[config.mk]
export PLATFORM = sky130hd
export DESIGN_NAME = uart_rx_frame_flat
export DESIGN_NICKNAME = d
export VERILOG_FILES = /design/src/rtl/uart_pkg.sv /design/src/rtl/uart_rx_frame_if.sv /design/src/rtl/uart_rx_sampler.sv /design/src/rtl/uart_rx_frame.sv /design/src/flat_wrapper.sv
export SDC_FILE = /design/constraint.sdc
export NUM_CORES = 1
export LEC_CHECK = 0
export BUFFER_PORTS_ARGS = -buffer_cell sky130_fd_sc_hd__buf_4
export CAP_MARGIN = 0
export CORE_ASPECT_RATIO = 1.5
export CORE_MARGIN = 2
export CORE_UTILIZATION = 40
export CTS_CLUSTER_DIAMETER = 50
export CTS_CLUSTER_SIZE = 28
export DETAILED_ROUTE_END_ITERATION = 10
export HOLD_SLACK_MARGIN = 0.08
export PLACE_DENSITY = 0.59
export SLEW_MARGIN = 0
export SYNTH_ARGS = -nofsm -noshare
export SYNTH_HDL_FRONTEND = slang
export SYNTH_SLANG_ARGS = --single-unit
[constraint.sdc]
create_clock -name sys_clk -period 1.6 [get_ports sys_clk]
set_clock_uncertainty 0.1 [all_clocks]
set_input_delay 0.32 -clock sys_clk [delete_from_list [all_inputs] [get_ports sys_clk]]
set_output_delay 0.32 -clock sys_clk [all_outputs]
set_load 0.005 [all_outputs]
[src/rtl/uart_pkg.sv]
// -----------------------------------------------------------------------------
// uart_pkg
// Shared UART constants and types for the transmit and receive sides.
//   UART_CLKS_PER_BIT : clocks per serial bit cell
//   UART_DATA_BITS    : data bits per frame
//   rx_state_t        : receive framing FSM states
//   maj3()            : 2-of-3 majority vote helper
// -----------------------------------------------------------------------------
`timescale 1ns/1ps
package uart_pkg;

    localparam int UART_CLKS_PER_BIT = 16;
    localparam int UART_DATA_BITS    = 8;

    typedef enum logic [1:0] {
        IDLE  = 2'd0,
        START = 2'd1,
        DATA  = 2'd2,
        STOP  = 2'd3
    } rx_state_t;

    // 2-of-3 majority of three line samples
    function automatic logic maj3(input logic a, input logic b, input logic c);
        return (a & b) | (a & c) | (b & c);
    endfunction

endpackage

[src/rtl/uart_rx_frame_if.sv]
// -----------------------------------------------------------------------------
// uart_rx_frame_if
// Consumer-side bundle of the UART receiver.
//   rx_dataH   : last accepted byte              (receiver -> consumer)
//   rx_validH  : rx_dataH holds an unconsumed byte (receiver -> consumer)
//   frame_errH : sticky framing error            (receiver -> consumer)
//   overrunH   : sticky overrun                  (receiver -> consumer)
//   busyH      : receiver is inside a frame      (receiver -> consumer)
//   rx_ackH    : consumer takes the byte         (consumer -> receiver)
//   clr_errH   : clear both sticky flags         (consumer -> receiver)
// master = receiver side, slave = consumer side.
// -----------------------------------------------------------------------------
`timescale 1ns/1ps
interface uart_rx_frame_if
    import uart_pkg::*;
#(
    parameter int DATA_BITS = UART_DATA_BITS
);
    logic [DATA_BITS-1:0] rx_dataH;
    logic                 rx_validH;
    logic                 frame_errH;
    logic                 overrunH;
    logic                 busyH;
    logic                 rx_ackH;
    logic                 clr_errH;

    modport master (
        output rx_dataH, rx_validH, frame_errH, overrunH, busyH,
        input  rx_ackH, clr_errH
    );

    modport slave (
        input  rx_dataH, rx_validH, frame_errH, overrunH, busyH,
        output rx_ackH, clr_errH
    );
endinterface

[src/rtl/uart_rx_sampler.sv]
// -----------------------------------------------------------------------------
// uart_rx_sampler
// Line conditioning for the UART receiver: 2-flop synchronizer, one-flop
// history for falling-edge detection and a 3-sample majority vote around the
// bit-cell centre.
//   sys_clk, sys_rst_l : clock, async active-low reset
//   uart_dataH         : raw serial line (asynchronous, idle high)
//   cntr               : bit-cell counter from the framing FSM
//   fall_detH          : synced line went 1 -> 0 this cycle
//   bit_valH           : majority of samples at cntr = M-1, M, M+1
//                        (valid while cntr = M+1)
// -----------------------------------------------------------------------------
`timescale 1ns/1ps
module uart_rx_sampler
    import uart_pkg::*;
#(
    parameter int CLKS_PER_BIT = UART_CLKS_PER_BIT
) (
    input  logic                            sys_clk,
    input  logic                            sys_rst_l,
    input  logic                            uart_dataH,
    input  logic [$clog2(CLKS_PER_BIT)-1:0] cntr,
    output logic                            fall_detH,
    output logic                            bit_valH
);
    localparam int CNT_W = $clog2(CLKS_PER_BIT);
    localparam logic [CNT_W-1:0] SAMP_A = CNT_W'(CLKS_PER_BIT / 2 - 1);
    localparam logic [CNT_W-1:0] SAMP_B = CNT_W'(CLKS_PER_BIT / 2);

    logic sync1_r;
    logic sync2_r;
    logic prev_r;
    logic samp_a_r;
    logic samp_b_r;

    // Synchronizer plus history flop; all reset to the idle (high) level
    always_ff @(posedge sys_clk or negedge sys_rst_l) begin
        if (!sys_rst_l) begin
            sync1_r <= 1'b1;
            sync2_r <= 1'b1;
            prev_r  <= 1'b1;
        end else begin
            sync1_r <= uart_dataH;
            sync2_r <= sync1_r;
            prev_r  <= sync2_r;
        end
    end

    // Capture the first two votes; the third is the live synced value
    always_ff @(posedge sys_clk or negedge sys_rst_l) begin
        if (!sys_rst_l) begin
            samp_a_r <= 1'b1;
            samp_b_r <= 1'b1;
        end else begin
            if (cntr == SAMP_A) begin
                samp_a_r <= sync2_r;
            end
            if (cntr == SAMP_B) begin
                samp_b_r <= sync2_r;
            end
        end
    end

    assign fall_detH = prev_r & ~sync2_r;
    assign bit_valH  = maj3(samp_a_r, samp_b_r, sync2_r);

endmodule

[src/rtl/uart_rx_frame.sv]
// -----------------------------------------------------------------------------
// uart_rx_frame
// UART receive front-end: 1 start, DATA_BITS data (LSB first), 1 stop bit.
// Majority-vote sampling, false-start rejection, framing-error and overrun
// detection, valid/ack handshake toward the consumer.
//   sys_clk, sys_rst_l : clock, async active-low reset
//   uart_dataH         : serial line, idle high, asynchronous
//   rx (master)        : rx_dataH, rx_validH, frame_errH, overrunH, busyH out;
//                        rx_ackH, clr_errH in
// All outputs are registered.
// -----------------------------------------------------------------------------
`timescale 1ns/1ps
module uart_rx_frame
    import uart_pkg::*;
#(
    parameter int CLKS_PER_BIT = UART_CLKS_PER_BIT,
    parameter int DATA_BITS    = UART_DATA_BITS
) (
    input  logic            sys_clk,
    input  logic            sys_rst_l,
    input  logic            uart_dataH,
    uart_rx_frame_if.master rx
);
    localparam int CNT_W = $clog2(CLKS_PER_BIT);
    localparam int IDX_W = $clog2(DATA_BITS + 1);
    localparam logic [CNT_W-1:0] DEC_CNT  = CNT_W'(CLKS_PER_BIT / 2 + 1);
    localparam logic [CNT_W-1:0] LAST_CNT = CNT_W'(CLKS_PER_BIT - 1);
    localparam logic [IDX_W-1:0] LAST_IDX = IDX_W'(DATA_BITS - 1);

    rx_state_t            state_r;
    rx_state_t            state_n;
    logic [CNT_W-1:0]     cntr_r;
    logic [CNT_W-1:0]     cntr_n;
    logic [IDX_W-1:0]     bit_idx_r;
    logic [IDX_W-1:0]     bit_idx_n;
    logic [DATA_BITS-1:0] shift_r;
    logic [DATA_BITS-1:0] shift_n;

    logic                 fall_det_s;
    logic                 bit_val_s;
    logic                 decide_s;
    logic                 last_s;
    logic                 deliver_s;
    logic                 stop_bad_s;

    logic [DATA_BITS-1:0] rx_data_r;
    logic                 rx_valid_r;
    logic                 frame_err_r;
    logic                 overrun_r;
    logic                 busy_r;

    uart_rx_sampler #(
        .CLKS_PER_BIT (CLKS_PER_BIT)
    ) u_sampler (
        .sys_clk    (sys_clk),
        .sys_rst_l  (sys_rst_l),
        .uart_dataH (uart_dataH),
        .cntr       (cntr_r),
        .fall_detH  (fall_det_s),
        .bit_valH   (bit_val_s)
    );

    assign decide_s = (cntr_r == DEC_CNT);
    assign last_s   = (cntr_r == LAST_CNT);

    // Framing FSM state, bit-cell counter, bit index and shift register
    always_ff @(posedge sys_clk or negedge sys_rst_l) begin
        if (!sys_rst_l) begin
            state_r   <= IDLE;
            cntr_r    <= '0;
            bit_idx_r <= '0;
            shift_r   <= '0;
        end else begin
            state_r   <= state_n;
            cntr_r    <= cntr_n;
            bit_idx_r <= bit_idx_n;
            shift_r   <= shift_n;
        end
    end

    // Next-state logic and per-frame delivery strobes
    always_comb begin
        state_n    = state_r;
        cntr_n     = cntr_r;
        bit_idx_n  = bit_idx_r;
        shift_n    = shift_r;
        deliver_s  = 1'b0;
        stop_bad_s = 1'b0;
        case (state_r)
            IDLE: begin
                cntr_n    = '0;
                bit_idx_n = '0;
                if (fall_det_s) begin
                    state_n = START;
                end else begin
                    state_n = IDLE;
                end
            end
            START: begin
                if (decide_s && bit_val_s) begin
                    // line back high at the cell centre: glitch, not a start bit
                    state_n = IDLE;
                    cntr_n  = '0;
                end else if (last_s) begin
                    state_n   = DATA;
                    cntr_n    = '0;
                    bit_idx_n = '0;
                end else begin
                    cntr_n = cntr_r + CNT_W'(1);
                end
            end
            DATA: begin
                if (decide_s) begin
                    // shift right so the first received bit ends up in bit 0
                    shift_n = {bit_val_s, shift_r[DATA_BITS-1:1]};
                end else begin
                    shift_n = shift_r;
                end
                if (last_s) begin
                    cntr_n = '0;
                    if (bit_idx_r == LAST_IDX) begin
                        state_n   = STOP;
                        bit_idx_n = '0;
                    end else begin
                        bit_idx_n = bit_idx_r + IDX_W'(1);
                    end
                end else begin
                    cntr_n = cntr_r + CNT_W'(1);
                end
            end
            STOP: begin
                // leave at the centre so a next start bit half a cell later is seen
                if (decide_s) begin
                    state_n = IDLE;
                    cntr_n  = '0;
                    if (bit_val_s) begin
                        deliver_s = 1'b1;
                    end else begin
                        stop_bad_s = 1'b1;
                    end
                end else begin
                    cntr_n = cntr_r + CNT_W'(1);
                end
            end
            default: begin
                state_n   = IDLE;
                cntr_n    = '0;
                bit_idx_n = '0;
            end
        endcase
    end

    // Output register, handshake and sticky flags (set beats clear)
    always_ff @(posedge sys_clk or negedge sys_rst_l) begin
        if (!sys_rst_l) begin
            rx_data_r   <= '0;
            rx_valid_r  <= 1'b0;
            frame_err_r <= 1'b0;
            overrun_r   <= 1'b0;
            busy_r      <= 1'b0;
        end else begin
            busy_r <= (state_n != IDLE);

            if (deliver_s && (!rx_valid_r || rx.rx_ackH)) begin
                rx_data_r  <= shift_r;
                rx_valid_r <= 1'b1;
            end else if (rx.rx_ackH) begin
                rx_valid_r <= 1'b0;
            end

            if (stop_bad_s) begin
                frame_err_r <= 1'b1;
            end else if (rx.clr_errH) begin
                frame_err_r <= 1'b0;
            end

            if (deliver_s && rx_valid_r && !rx.rx_ackH) begin
                overrun_r <= 1'b1;
            end else if (rx.clr_errH) begin
                overrun_r <= 1'b0;
            end
        end
    end

    assign rx.rx_dataH   = rx_data_r;
    assign rx.rx_validH  = rx_valid_r;
    assign rx.frame_errH = frame_err_r;
    assign rx.overrunH   = overrun_r;
    assign rx.busyH      = busy_r;

endmodule
[src/flat_wrapper.sv]
// flat-port wrapper written by rule: the top's interface ports become plain ports
module uart_rx_frame_flat import uart_pkg::*;
#(
    parameter int CLKS_PER_BIT = UART_CLKS_PER_BIT,
    parameter int DATA_BITS    = UART_DATA_BITS
)
  (sys_clk, sys_rst_l, uart_dataH, rx_rx_dataH, rx_rx_validH, rx_frame_errH, rx_overrunH, rx_busyH, rx_rx_ackH, rx_clr_errH);
  uart_rx_frame_if #(.DATA_BITS(DATA_BITS)) rx_i ();
  input  logic sys_clk;
  input  logic sys_rst_l;
  input  logic uart_dataH;
  output wire logic [$bits(rx_i.rx_dataH)-1:0] rx_rx_dataH;
  output wire logic [$bits(rx_i.rx_validH)-1:0] rx_rx_validH;
  output wire logic [$bits(rx_i.frame_errH)-1:0] rx_frame_errH;
  output wire logic [$bits(rx_i.overrunH)-1:0] rx_overrunH;
  output wire logic [$bits(rx_i.busyH)-1:0] rx_busyH;
  input wire logic [$bits(rx_i.rx_ackH)-1:0] rx_rx_ackH;
  input wire logic [$bits(rx_i.clr_errH)-1:0] rx_clr_errH;
  assign rx_rx_dataH = rx_i.rx_dataH;
  assign rx_rx_validH = rx_i.rx_validH;
  assign rx_frame_errH = rx_i.frame_errH;
  assign rx_overrunH = rx_i.overrunH;
  assign rx_busyH = rx_i.busyH;
  assign rx_i.rx_ackH = rx_rx_ackH;
  assign rx_i.clr_errH = rx_clr_errH;
  uart_rx_frame #(.CLKS_PER_BIT(CLKS_PER_BIT), .DATA_BITS(DATA_BITS)) u_core (.sys_clk(sys_clk), .sys_rst_l(sys_rst_l), .uart_dataH(uart_dataH), .rx(rx_i));
endmodule
---- Yosys cells after proc, flatten, opt, wreduce, memory -nomap -nowiden ----
Index checks and enable logic that the tools add are counted.
W data, S select, Z words.
word-level totals
  register bits after elaboration ......... 35
  bits of input ports ..................... 5
  word-level logic and storage cells ...... 76
cells by class
  multiplexer cells ....................... 27
  add/subtract/negate cells ............... 2
  eq/ne operators ......................... 11
  bitwise logic cells ..................... 7
  reductions and logical operators ........ 15
operators with widths
  operator               count
  $mux W4                7
  $pmux W4 S4            1
  $eq A4 B4 Y1 const B   3
  $mux W1                12
  $pmux W4 S3            1
  $mux W2                5
  $add A4 B1 Y4 const B  2
  $eq A4 B3 Y1 const B   2
  $pmux W2 S4            1
  $reduce_bool A2 Y1     4
  $and A1 B1 Y1          4
  $eq A2 B2 Y1 const B   2
  $logic_and A1 B1 Y1    4
  $ne A2 B1 Y1 const B   2
  $reduce_and A4 Y1      1
  $reduce_bool A3 Y1     1
  $eq A2 B1 Y1 const B   1
  $logic_not A1 Y1       2
  $logic_not A2 Y1       1
  $ne A2 B2 Y1 const B   1
  $or A1 B1 Y1           2
  $reduce_and A2 Y1      1
  $logic_or A1 B1 Y1     1
  $not A1 Y1             1

---- Logic depth before layout (Yosys ltp) ----
  word-level depth ........................ 9
  gate-level depth with buffers ........... 8
  depth with buffers taken out ............ 6

---- By module ----
From an unflattened synthesis, not the netlist that was laid out.
second synthesis, totals
  cell total of the unflattened synthesis .. 120
  area, all modules ....................... 1557.7 um^2
by module, submodules not included
  module           seq. area each (um^2)  cells each  instances  area an instance (um^2)
  uart_rx_frame    750.7                  109         1          1363.8
  uart_rx_sampler  131.4                  11          1          193.9

---- Least setup slack after synthesis ----
OpenSTA, ideal clock, no wires.
  kind .................................... register -> register
  from .................................... register u_core.cntr_r[0]
  to ...................................... register u_core.rx_data_r[0], in the netlist u_core.rx.rx_dataH[0]
  slack ................................... -157 ps
  library setup time ...................... 125 ps
  cell stages (with the launch flop) ...... 8
  path buffers ............................ 2
  arrival ................................. 1532 ps
  required time ........................... 1375 ps
  path through ............................ dfrtp_1 > ha_1 > and3b_1 > buf_6 > nand4_2 > nand2b_4 > buf_6 > mux2_4
between the ends
  word-level cells in the longest chain between the ends .. 4
RTL lines
  element                 line                  source
  from (decl)             uart_rx_frame.sv:32   logic [CNT_W-1:0] cntr_r;
  from (signal assigned)  uart_rx_frame.sv:75   cntr_r <= cntr_n;
  $eq A4 B4 Y1            uart_rx_frame.sv:63   assign decide_s = (cntr_r == DEC_CNT);
  $mux W1                 uart_rx_frame.sv:133  if (decide_s) begin
  $mux W1                 uart_rx_frame.sv:89   case (state_r)
  $logic_and A1 B1 Y1     uart_rx_frame.sv:164  if (deliver_s && (!rx_valid_r || rx.rx_ackH)) begin
  to (signal assigned)    uart_rx_frame.sv:165  rx_data_r <= shift_r;
  to (decl)               uart_rx_frame.sv:46   logic [DATA_BITS-1:0] rx_data_r;
Every way passes these cells.
A chain may end at the register's enable or synchronous reset.

---- Worst setup path in the final report ----
  from .................................... register u_core.cntr_r[1]
  to ...................................... register u_core.rx_data_r[1], in the netlist u_core.rx.rx_dataH[1]
The elaborated chain is that of the path after synthesis.

==> results.toml <==
[grt]
grt.total_usage = 0.1537
grt_overflow_total = 0
antenna_found_initial = 0
grt_pass1_wl_um = 4899
grt_max_degree = 36
grt_pass1_vias = 1139

[floorplan]
io_pins = 17
die_x_um = 55.10
fp.dieH_um = 80.65
rows = 27
start_util = 0.4215
die-area_um2 = 4443
fp.coreArea_um2 = 3716

[drt]
drcViolationCount = 0
vias = 1067
wl_per_cell_um = 14.22
wirelength_um = 2973
ant_nets = 0
via_per_inst = 5.105
drtPass1Iterations = 4
drtIter0Drc = 35

[setup_path]
crit_path_end_kind = "flop"
r2r_setup_slack_ns = -0.08
r2r_end = "u_core.rx.rx_dataH[1]$_DFFE_PN0P_"
crit_type = "reg -> reg"
rr_startpoint = "u_core.cntr_r[1]$_DFF_PN0_"
cp.arrival_ns = 1.75
critPathMaxFanout = 8
reg2reg_depth = 6
setup.worst_path.start_class = "flop"
required_ns = 1.67

[hold_path]
whs_endpoint = "u_core.rx.overrunH$_DFFE_PN0P_"
hold_depth = 2
hold_path.class = "in -> reg"
hp-start = "rx_clr_errH"

[yosys]
synth_edf_count = 0
synth_area_um2 = 1567
syn-num-nets = 135
yosysUniqueCellTypes = 33
synthArstFlopShare = 1.000
syn_inst = 126
synth_ff_type = "dfrtp_1"
synth_area_leaders = "dfrtp_1 (48%), dfstp_2 (8.4%), mux2_4 (7.7%)"
synth_top_area_frac = 0.4792
ys_ff_latch = 35
yosysWarnings = 0
yosysSeqAreaShare = 0.5631
syn_area_per_cell_um2 = 12.43
yosys.area.top_type = "dfrtp_1"

[clock_tree]
cts_tree = "built"
clk_path_buf_depth = 2
clkLatencyLatePin_ns = 0.28
numCtsBuffers = 5
clk_root_buffer_cell = "clkbuf_8"
cts_sinks = 35
htreeDepth = 2
clk_pin_slew_worst_paths_ns = 0.07

[power]
leakage_uw = 0.001001
cellPowerDensity_nw_per_um2 = 1285
vdd_drop_max_mv = 1.096

[sta]
fin_ws_ns = -0.08250
final_hold_viol_count = 0
max_freq_ghz = 0.5944
setup_viol = 17
period_minus_slack_ns = 1.682
slew-limit-headroom = 0.7052
fin_crit_sh = 1.052
rsz0062_at_grt = "yes"
worst_pin_slew_ns = 0.4422
drv_slew = 0

[layout]
drive_gt1_frac = 0.4940
antenna_cells = 0
n_fill_cell = 314
fin_nets = 175
area_delta_synth_final_pct = 31.87
instances_no_fill = 209

[place]
port_buffers = 16
place_ws_ns = -0.1383
dp.cells = 197
hpwl_um = 2053
gp_congestion = 0.7513

[run_status]
violations = "negative setup slack"
status = "complete, but fails checks"

[flow_run]
drv_cap = 0
-- worst max path at each step --
stage	startpoint	to	slack (ns)
global route	u_core.cntr_r[1]$_DFF_PN0_	u_core.rx.rx_dataH[1]$_DFFE_PN0P_	-0.14
global placement	u_core.u_sampler.sync2_r$_DFF_PN1_	u_core.rx.rx_dataH[0]$_DFFE_PN0P_	-0.12
CTS	u_core.cntr_r[1]$_DFF_PN0_	u_core.rx.rx_dataH[1]$_DFFE_PN0P_	-0.09
detailed placement	u_core.u_sampler.sync2_r$_DFF_PN1_	u_core.rx.rx_dataH[1]$_DFFE_PN0P_	-0.14
finish	u_core.cntr_r[1]$_DFF_PN0_	u_core.rx.rx_dataH[1]$_DFFE_PN0P_	-0.08
floorplan	u_core.cntr_r[0]$_DFF_PN0_	u_core.rx.rx_dataH[0]$_DFFE_PN0P_	-0.15
-- per-stage QoR --
| step | util | total power, uW | area (um2) | hold WS (ns) | setup TNS (ns) |
|---|---|---|---|---|---|
| floorplan | - | 1540 | 1577 | -0.07559 | -1.724 |
| global placement | 0.4956 | 1847 | 1842 | 0.1913 | -1.634 |
| detailed placement | 0.4956 | 1875 | 1842 | 0.1981 | -2.026 |
| CTS | 0.5448 | 2652 | 2024 | 0.1262 | -1.215 |
| global route | 0.5559 | 2828 | 2066 | 0.1349 | -1.946 |
| finish | 0.5559 | 2655 | 2066 | 0.1338 | -0.8437 |
-- where the power goes --
part / internal [uW] / switching (uW) / leakage, uW
Sequential: 1020 / 109 / 0.000454
Clock: 337 / 299 / 0.0000470
Combinational: 452 / 436 / 0.000500
-- routing by layer --
layer,vias to the layer above,track usage,share of wire
li1,515,-,-
met5,-,0,0
met1,533,0.1500,0.39
met2,14,0.2893,0.56
met4,0,0.05122,0.015
met3,5,0.04461,0.032
-- sequential cells by signal, summed over array words and instances (netlist names) --
signal                     count
u_core.bit_idx_r               4
u_core.cntr_r                  4
u_core.rx.busyH                1
u_core.rx.frame_errH           1
u_core.rx.overrunH             1
u_core.rx.rx_dataH             8
u_core.rx.rx_validH            1
u_core.shift_r                 8
u_core.state_r                 2
u_core.u_sampler.prev_r        1
u_core.u_sampler.samp_a_r      1
u_core.u_sampler.samp_b_r      1
u_core.u_sampler.sync1_r       1
u_core.u_sampler.sync2_r       1
-- critical path: stages, from the launching register on --
cell,delay (ns)
dfrtp_1,0.39
inv_2,0.08
ha_4,0.11
and3b_2,0.23
nand4_4,0.11
nand2b_4,0.23
mux2_4,0.32
-- placed cells by master (no fill, tap or decap), types with 2 or more instances in the layout --
cell type,count
buf_4,37
dfrtp_1,28
mux2_4,16
nand2_1,10
o21ai_0,7
inv_1,6
clkbuf_8,6
dfstp_2,5
o22ai_1,4
a21oi_1,4
nand3b_1,3
nor2_1,3
nand3_1,3
and3_4,2
ha_1,2
ha_4,2
dlygate4sd3_1,2
dfrtp_2,2
-- area by class of cell --
type	count	area, um2	share of cell area
flip-flops and latches	35	884.6	0.4282
clock buffers	6	82.58	0.03998
inverters	7	26.28	0.01272
clock inverters	1	5.005	0.002423
multi-input cells	78	715.7	0.3465
well taps	43	53.80	0.02604
repair buffers	39	297.8	0.1442
-- Yosys cell counts, types with 2 or more instances --
cell type / n
dfrtp_1: 30
nand3_1: 4
ha_1: 4
dfstp_2: 5
nor2_1: 5
maj3_1: 2
mux2_2: 8
buf_6: 3
and3_1: 2
o22ai_1: 4
clkbuf_1: 2
mux2_4: 8
a21oi_1: 5
o21ai_0: 8
nand2_1: 10
inv_1: 7
nand3b_1: 3
-- what timing repair did --
| item | CTS | global route |
|---|---|---|
| setup buffers | 3 | 1 |
| gates resized for setup | 13 | 15 |
| pin swaps | 2 | 0 |
| setup endpoints to repair | 24 | 25 |
| hold buffers | 2 | 0 |
| endpoints found under the hold margin | 31 | 0 |
-- logic make-up after synthesis --
family                   synth area share
AO/OA/AOI/OAI                     0.08866
flip-flops                         0.5631
buffers and inverters             0.04633
AND/OR/NAND/NOR                    0.1118
multiplexers                       0.1342
XOR/XNOR                          0.01118
adder cells (fa/ha/maj)           0.04473
(Power assumes the default switching activity.)
